### src/rtl/cp0_if.sv
// CP0 pipeline-facing bus: MEM-stage instruction info, interrupt lines,
// mtc0/mfc0/eret access and the exception request back to the pipeline.
interface cp0_if;
   logic [31:0] pc_M;
   logic [4:0]  ExcCode_M;
   logic [5:0]  HWInt;
   logic        we_M;
   logic        eret_M;
   logic [4:0]  addr;
   logic [31:0] DIn;
   logic [31:0] DOut;
   logic [31:0] EPC;
   logic        IntReq;

   // pipeline side
   modport master (
      output pc_M, ExcCode_M, HWInt, we_M, eret_M, addr, DIn,
      input  DOut, EPC, IntReq
   );

   // coprocessor side
   modport slave (
      input  pc_M, ExcCode_M, HWInt, we_M, eret_M, addr, DIn,
      output DOut, EPC, IntReq
   );
endinterface

### src/rtl/cp0.sv
// Coprocessor-0: exception/interrupt decision at the MEM stage plus the
// SR / Cause / EPC / PRId register file used by mtc0, mfc0 and eret.
module cp0 #(
   parameter logic [31:0] PRID     = 32'h4D49_5053,
   parameter logic [31:0] SR_RESET = 32'h0000_0000
) (
   input  logic  clk,
   input  logic  reset,
   cp0_if.slave  bus
);

   logic [5:0]  sr_im;
   logic        sr_exl;
   logic        sr_ie;
   logic [5:0]  cause_ip;
   logic [4:0]  cause_exc;
   logic [31:2] epc_q;

   logic        irq;
   logic        exc;
   logic        take;
   logic [31:0] sr_word;
   logic [31:0] cause_word;
   logic [31:0] epc_word;

   // Decision uses only live state and MEM-stage exception inputs; we_M,
   // DIn and eret_M stay out of this path to avoid a forwarding loop.
   assign irq  = (|(bus.HWInt & sr_im)) & sr_ie & ~sr_exl;
   assign exc  = (bus.ExcCode_M != 5'd0) & ~sr_exl;
   assign take = irq | exc;

   assign sr_word    = {16'd0, sr_im, 8'd0, sr_exl, sr_ie};
   assign cause_word = {16'd0, cause_ip, 3'd0, cause_exc, 2'd0};
   assign epc_word   = {epc_q, 2'b00};

   assign bus.IntReq = take;
   assign bus.EPC    = epc_word;

   // mfc0 read mux; no bypass of same-cycle writes
   always_comb begin
      bus.DOut = 32'd0;
      case (bus.addr)
         5'd12:   bus.DOut = sr_word;
         5'd13:   bus.DOut = cause_word;
         5'd14:   bus.DOut = epc_word;
         5'd15:   bus.DOut = PRID;
         default: bus.DOut = 32'd0;
      endcase
   end

   // Register update: reset, then exception entry (victim's mtc0/eret
   // suppressed), otherwise mtc0 and eret; eret is last so it wins on EXL.
   always_ff @(posedge clk) begin
      if (reset) begin
         sr_im     <= SR_RESET[15:10];
         sr_exl    <= SR_RESET[1];
         sr_ie     <= SR_RESET[0];
         cause_ip  <= 6'd0;
         cause_exc <= 5'd0;
         epc_q     <= 30'd0;
      end else begin
         cause_ip <= bus.HWInt;
         if (take) begin
            sr_exl    <= 1'b1;
            cause_exc <= irq ? 5'd0 : bus.ExcCode_M;
            epc_q     <= bus.pc_M[31:2];
         end else begin
            if (bus.we_M && bus.addr == 5'd12) begin
               sr_im  <= bus.DIn[15:10];
               sr_exl <= bus.DIn[1];
               sr_ie  <= bus.DIn[0];
            end
            if (bus.we_M && bus.addr == 5'd14)
               epc_q <= bus.DIn[31:2];
            if (bus.eret_M)
               sr_exl <= 1'b0;
         end
      end
   end

   // pc_M low bits are discarded because EPC is word-aligned
   logic unused_pc_lo;
   assign unused_pc_lo = ^bus.pc_M[1:0];

endmodule

### src/flat_wrapper.sv
// flat-port wrapper written by rule: the top's interface ports become plain ports
module cp0_flat 
#(
   parameter logic [31:0] PRID     = 32'h4D49_5053,
   parameter logic [31:0] SR_RESET = 32'h0000_0000
)
  (clk, reset, bus_pc_M, bus_ExcCode_M, bus_HWInt, bus_we_M, bus_eret_M, bus_addr, bus_DIn, bus_DOut, bus_EPC, bus_IntReq);
  cp0_if bus_i ();
  input  logic clk;
  input  logic reset;
  input wire logic [$bits(bus_i.pc_M)-1:0] bus_pc_M;
  input wire logic [$bits(bus_i.ExcCode_M)-1:0] bus_ExcCode_M;
  input wire logic [$bits(bus_i.HWInt)-1:0] bus_HWInt;
  input wire logic [$bits(bus_i.we_M)-1:0] bus_we_M;
  input wire logic [$bits(bus_i.eret_M)-1:0] bus_eret_M;
  input wire logic [$bits(bus_i.addr)-1:0] bus_addr;
  input wire logic [$bits(bus_i.DIn)-1:0] bus_DIn;
  output wire logic [$bits(bus_i.DOut)-1:0] bus_DOut;
  output wire logic [$bits(bus_i.EPC)-1:0] bus_EPC;
  output wire logic [$bits(bus_i.IntReq)-1:0] bus_IntReq;
  assign bus_i.pc_M = bus_pc_M;
  assign bus_i.ExcCode_M = bus_ExcCode_M;
  assign bus_i.HWInt = bus_HWInt;
  assign bus_i.we_M = bus_we_M;
  assign bus_i.eret_M = bus_eret_M;
  assign bus_i.addr = bus_addr;
  assign bus_i.DIn = bus_DIn;
  assign bus_DOut = bus_i.DOut;
  assign bus_EPC = bus_i.EPC;
  assign bus_IntReq = bus_i.IntReq;
  cp0 #(.PRID(PRID), .SR_RESET(SR_RESET)) u_core (.clk(clk), .reset(reset), .bus(bus_i));
endmodule
### config.mk
export PLATFORM = sky130hd
export DESIGN_NAME = cp0_flat
export DESIGN_NICKNAME = d
export VERILOG_FILES = /design/src/rtl/cp0_if.sv /design/src/rtl/cp0.sv /design/src/flat_wrapper.sv
export SDC_FILE = /design/constraint.sdc
export NUM_CORES = 1
export LEC_CHECK = 0
export BUFFER_PORTS_ARGS = -buffer_cell sky130_fd_sc_hd__buf_2
export CORE_UTILIZATION = 49
export CTS_CLUSTER_SIZE = 12
export DETAILED_ROUTE_END_ITERATION = 16
export PLACE_DENSITY = 0.87
export RECOVER_POWER = 100
export SLEW_MARGIN = 25
export SYNTH_ARGS = -nofsm -noshare
export SYNTH_HDL_FRONTEND = slang
export SYNTH_SLANG_ARGS = --single-unit
### constraint.sdc
create_clock -name clk -period 4.4 [get_ports clk]
set_input_delay 0.88 -clock clk [delete_from_list [all_inputs] [get_ports clk]]
set_output_delay 0.88 -clock clk [all_outputs]
set_load 0.01 [all_outputs]
==> flow_summary.yaml, run 1 <==
clock_network:
  clkSlewWorstSetupHoldPaths_ns: 0.08
  cts_buffer_depth: 2
  cts_made_buffers: 5
  cts-root-buf: "clkbuf_8"
  cts_hold_buf: 0
  cts_sinks: 49
  clk_latency_ns: 0.30
  post_cts_buffers: 0
  h-tree-depth: 2
  tritoncts: "done"
  cts_resized: 0
floorplan:
  die_area_um2: 5940
  fp.coreArea_um2: 5270
  io_pins: 149
  die_height_um: 77.07
  dieWidth_um: 77.07
  initial_core_util_pct: 52.40
  rows: 26
logic_synthesis:
  ys_ff_latch: 49
  syn_inst: 298
  ys_types: 36
  avgSynthCellArea_um2: 9.266
  syn-cell-area_um2: 2761
  yosysWarnings: 0
  seq_area_frac_synth_pct: 35.52
power_and_ir_drop:
  irDropWorstVdd_mv: 0.2114
  p_leak_nw: 1.319
  powerDensity_nw_per_um2: 290.6
drt:
  via_per_inst: 5.638
  vias: 2774
  drt_wl_total_um: 8386
  drtPass1Iterations: 4
  drtIter0Drc: 172
  drc_errors: 0
  wl_per_cell_um: 17.04
  drtAntennaViolNets: 0
sta:
  fin_crit_sh_pct: 80.06
  fin_skew_ns: 0.007558
  setup_violations: 0
  slew_headroom_pct: -66.92
  rsz0062_at_grt: "no"
  tns_ns: 0
  fin_ws_ns: 0.8773
  hold_viol: 0
  fmax_mhz: 283.9
  tightestPinTransition_ns: 2.504
  slew_viol_final: 46
  period_needed_ns: 3.523
status:
  violations: "max-capacitance violations, max-slew violations"
  status: "finished with violations"
global_route:
  grt_overflow: 0
  grt_pass1_wl_um: 12940
  grt_max_degree: 46
  track_usage_pct: 27.68
  antenna_found_initial: 0
  grt_pass1_vias: 2682
run:
  maxCapViolations: 1
hold_path:
  min_from: "u_core.sr_im[2]"
  hp-class: "reg2reg"
  holdPathStages: 2
setup_path:
  r2r_start: "u_core.sr_im[0]"
  path_class: "in2out"
  startpoint_type: "primary input"
  ff2ff_path_depth: 5
  critPathRequiredTime_ns: 3.52
  cp_max_fo: 23
  crit_start: "bus_addr[0]"
  cp_data_arrival_time_ns: 2.64
  worstSetupEndpointType: "output pin"
place:
  gp_congestion: 0.8860
  port-buffer-count: 144
  preCtsSetupSlack_ns: 0.9753
  hpwlAfterDp_um: 5967
finish:
  layout-drive-gt1-share_pct: 27.96
  nNetsFinal: 506
  area_delta_synth_final_pct: 22.52
  n_antenna_cell: 0
[kinds of logic (layout without fill, tap and decap cells)]
family | Yosys count | after routing | synth area share [%]
AOI/OAI and AO/OA | 99 | 99 | 28.27
buffers and inverters | 33 | 156 | 7.069
DFF | 49 | 49 | 35.52
muxes | 41 | 41 | 14.95
other | 1 | 2 | 0.1358
and+or+nand+nor | 75 | 75 | 14.05
[per-stage QoR]
stage	utilization [%]	total power, mW	area [um^2]	hold WS [ns]	instances
final	64.20	0.9830	3383	0.4982	492
after CTS	66.33	0.9941	3496	0.4962	492
after global placement	64.70	0.7260	3410	0.4696	485
after detailed placement	64.70	0.7348	3410	0.4827	485
after floorplan	-	0.6496	2765	0.4542	299
after global routing	64.20	1.030	3383	0.5117	492
[layout by cell type (no fill, tap or decap), drive strengths merged, types with 6 or more instances in the layout]
cell type	count
a211oi	30
a21oi	46
a22oi	6
and3	13
buf	84
clkbuf	70
dfxtp	49
mux2i	39
nand2	7
nand4	7
nor2	32
nor2b	8
o31ai	7
[report_power, final]
group	total (mW)	switching, mW	internal [mW]
clock	0.267	0.142	0.125
combinational	0.215	0.124	0.0904
sequential	0.502	0.0250	0.476
[sequential cells by signal, indices dropped and copies added, names as in the netlist]
register / count
u_core.cause_exc: 5
u_core.cause_ip: 6
u_core.sr_im: 6
u_core.sr_ie: 1
u_core.epc_q: 30
u_core.sr_exl: 1
[final timing paths]
check | end | slack [ns]
worst max-delay path | bus_DOut[5] | 0.88
worst min-delay path | u_core.sr_im[2] | 0.50
worst max register to register | u_core.epc_q[15] | 2.47
worst min register to register | u_core.sr_im[2] | 0.50
[routing by layer]
| layer | vias up | GRT usage [%] | share of wire, % |
|---|---|---|---|
| met5 | - | 0 | 0 |
| met2 | 129 | 48.13 | 50 |
| met1 | 1284 | 33.09 | 42 |
| met3 | 21 | 5.714 | 5.7 |
| li1 | 1340 | - | - |
| met4 | 0 | 11.13 | 2.3 |
[cell usage after synthesis (all sizes together)]
library cell / count / area, um^2
conb: 1 / 3.750
buf: 17 / 135.1
mux2: 2 / 22.52
or4: 1 / 11.26
nand3: 1 / 5.000
o221a: 2 / 22.52
o21bai: 1 / 18.77
clkbuf: 14 / 52.55
dfxtp: 49 / 980.9
mux2i: 39 / 390.4
a22oi: 6 / 45.04
nand2b: 2 / 12.51
and3b: 1 / 8.760
nor2b: 8 / 50.05
and2: 1 / 6.260
a311o: 1 / 10.01
o21ba: 2 / 26.28
nor3b: 1 / 7.510
and3: 13 / 81.33
o31ai: 7 / 52.55
nand3b: 1 / 7.510
nor2: 32 / 127.6
inv: 2 / 7.510
a311oi: 1 / 15.01
a21oi: 46 / 230.2
a21bo: 1 / 10.01
o21ai: 2 / 10.01
nand4: 7 / 43.79
nand2: 7 / 26.28
a211oi: 30 / 340.3
[worst max-delay path, stage by stage]
cell and delay (ns):
buf_2 0.26, nor2b_1 0.53, clkbuf_1 0.48, a22oi_1 0.17
nor2_1 0.14, clkbuf_1 0.17
[final cells by class]
class	count	area, um^2
fillers	524	1887
well taps	70	87.58
multi-input cells	217	1559
flip-flops and latches	49	980.9
repair buffers	147	661.9
clock buffers	7	86.33
inverters	2	7.507
Note: power is estimated with default switching activity, not from simulation.
==> run 2, diff against run 1 <==
--- a/config.mk
+++ b/config.mk
@@ -5,11 +5,12 @@
 export SDC_FILE = /design/constraint.sdc
 export NUM_CORES = 1
 export LEC_CHECK = 0
+export ABC_AREA = 1
 export BUFFER_PORTS_ARGS = -buffer_cell sky130_fd_sc_hd__buf_2
-export CORE_UTILIZATION = 49
+export CORE_UTILIZATION = 46
 export CTS_CLUSTER_SIZE = 12
 export DETAILED_ROUTE_END_ITERATION = 16
-export PLACE_DENSITY = 0.87
+export PLACE_DENSITY = 0.8
 export RECOVER_POWER = 100
 export SLEW_MARGIN = 25
 export SYNTH_ARGS = -nofsm -noshare
==> constraint.sdc (replaced) <==
create_clock -name clk -period 3.7 [get_ports clk]
set_input_delay 0.74 -clock clk [delete_from_list [all_inputs] [get_ports clk]]
set_output_delay 0.74 -clock clk [all_outputs]
set_load 0.01 [all_outputs]
==> run 2 against run 1 <==
- the flow still finishes with violations (max-capacitance violations, max-slew violations)
- critical path type unchanged
- wire length rose by 9.7%
- highest routed layer unchanged
- area after synthesis rose by 8.3%
- critical endpoint is now bus_DOut[14]
- sequential share of layout area shrank 1.9 points
==> flow_summary.yaml, run 2 <==
status:
  status: "finished with violations"
  violations: "max-capacitance violations, max-slew violations"
clock_network:
  clkSlewWorstSetupHoldPaths_ns: 0.09
  cts_sinks: 49
  cts_hold_buf: 0
  cts_made_buffers: 5
  cts-root-buf: "clkbuf_8"
  cts_buffer_depth: 2
  post_cts_buffers: 0
  clk_latency_ns: 0.29
  cts_resized: 0
  tritoncts: "done"
  h-tree-depth: 2
drt:
  drtIter0Drc: 246
  drtAntennaViolNets: 0
  vias: 3553
  drc_errors: 0
  wl_per_cell_um: 13.78
  drtPass1Iterations: 5
  drt_wl_total_um: 9202
  via_per_inst: 5.319
setup_path:
  path_class: "in2out"
  slowest_delay_ns: 0.54
  worstSetupEndpointType: "output pin"
  cpMostUsedCell: "nand2_1"
  cp_data_arrival_time_ns: 2.47
  startpoint_type: "primary input"
  cp_max_fo: 32
  r2r_slack_ns: 1.26
  crit_chain: "buf_2 > nand2_1 > nor2_4 > clkbuf_2 > nand2_1 > o2111ai_1 > clkbuf_1"
  critPathRequiredTime_ns: 2.96
  critical_path.slowest_cell: "clkbuf_2"
sta:
  tightestPinTransition_ns: 1.775
  fmax_mhz: 311.9
  slew_headroom_pct: -18.35
  setup_violations: 0
  fin_ws_ns: 0.4941
  fin_skew_ns: 0.007081
  period_needed_ns: 3.206
  fin_crit_sh_pct: 86.64
  tns_ns: 0
  rsz0062_at_grt: "no"
  slew_viol_final: 38
  hold_viol: 0
place:
  gp_congestion: 0.8557
  place_area_um2: 3625
  preCtsSetupSlack_ns: 0.6920
  port-buffer-count: 144
  hpwlAfterDp_um: 6190
floorplan:
  die_area_um2: 6827
  fp.coreArea_um2: 6314
  die_height_um: 82.63
  initial_core_util_pct: 47.36
  rows: 29
  dieWidth_um: 82.63
  io_pins: 149
logic_synthesis:
  synth_area_leaders: "dfxtp_1 (33%), nand2_1 (16%), nand4_1 (13%), inv_1 (7.7%), a21oi_1 (6.0%)"
  synth_top_area_share_pct: 32.80
  synth_edf_count: 0
  synth.most_common_cell: "nand2_1"
  syn_inst: 471
  ys_types: 25
  yosysTopAreaCell: "dfxtp_1"
  synth_common_cells: "nand2_1 (131), inv_1 (61), nand4_1 (60), dfxtp_1 (49), nor2_1 (39)"
  seq_area_frac_synth_pct: 32.80
  yosysWarnings: 0
  async_reset_ff_share_pct: 0
  ys_ff_latch: 49
  avgSynthCellArea_um2: 6.349
  synth_ff_type: "dfxtp_1"
  syn-cell-area_um2: 2990
global_route:
  grt_max_degree: 54
  grt_pass1_vias: 2911
  grt_pass1_wl_um: 14100
  track_usage_pct: 27.12
  grt_overflow: 0
  antenna_found_initial: 0
power_and_ir_drop:
  p_total_mw: 1.191
  p_leak_nw: 1.855
  irDropWorstVdd_mv: 0.2128
  powerDensity_nw_per_um2: 328.8
finish:
  nNetsFinal: 675
  fillers: 691
  top_register: "u_core.epc_q"
  fin_area_um2: 3622
  area_delta_synth_final_pct: 21.13
  n_antenna_cell: 0
  reg_top3: "u_core.epc_q: 30 flops, u_core.cause_ip: 6 flops, u_core.sr_im: 6 flops"
  layout_commonest_cell: "nand2_1"
  mostFrequentLayoutCells: "nand2_1 (133), buf_2 (83), clkbuf_1 (62)"
  layout-drive-gt1-share_pct: 17.43
  largest_reg_flops: 30
run:
  maxCapViolations: 1
hold_path:
  hp-class: "reg2reg"
[run 2: per-layer routing]
layer / wire length [um] / global-route usage, %
met4: 152 / 7.069
met5: 0 / 0
met3: 712 / 4.286
met1: 3983 / 37.09
met2: 4354 / 44.30
[run 2: cell type report]
| cell class | instances | area [um^2] | area share, % |
|---|---|---|---|
| tap | 77 | 96.34 | 2.660 |
| inverter | 63 | 236.5 | 6.529 |
| sequential | 49 | 980.9 | 27.08 |
| clock buffer | 7 | 86.33 | 2.383 |
| timing repair buffer | 151 | 694.4 | 19.17 |
| multi-input combinational | 321 | 1528 | 42.18 |
[run 2: path summary, 6_finish.rpt]
path                                           from             endpoint  cells after the start
worst max register to register        u_core.sr_exl      u_core.sr_im[5]                      7
worst min register to register  u_core.cause_exc[1]  u_core.cause_exc[1]                      2
worst min-delay path            u_core.cause_exc[1]  u_core.cause_exc[1]                      2
worst max-delay path                    bus_addr[2]         bus_DOut[14]                      7
[run 2: stage by stage]
stage	utilization, %	std cells	hold WS, ns
2_1_floorplan	-	472	0.4392
3_3_place_gp	57.41	661	0.4510
3_5_place_dp	57.41	661	0.4589
4_1_cts	58.78	668	0.4702
5_1_grt	57.37	668	0.4928
6_report	57.37	668	0.4730
[run 2: power by group]
group          switching, mW  internal [mW]
Sequential            0.0312          0.570
Clock                  0.167          0.149
Combinational          0.170          0.104
[run 2: worst max-delay path, delay by kind of cell]
| kind | cells | cell delay, ns |
|---|---|---|
| AND/OR/NAND/NOR | 3 | 0.60 |
| AO/OA/AOI/OAI | 1 | 0.30 |
| buffers and inverters | 3 | 0.82 |
[run 2: kinds of logic (layout without fill, tap and decap cells)]
| family | count (synthesis) | after routing | synth area share [%] |
|---|---|---|---|
| AND/OR/NAND/NOR | 271 | 271 | 42.18 |
| buffers and inverters | 102 | 221 | 15.90 |
| flip-flops | 49 | 49 | 32.80 |
| AO/OA/AOI/OAI | 48 | 48 | 8.996 |
| other | 1 | 2 | 0.1254 |
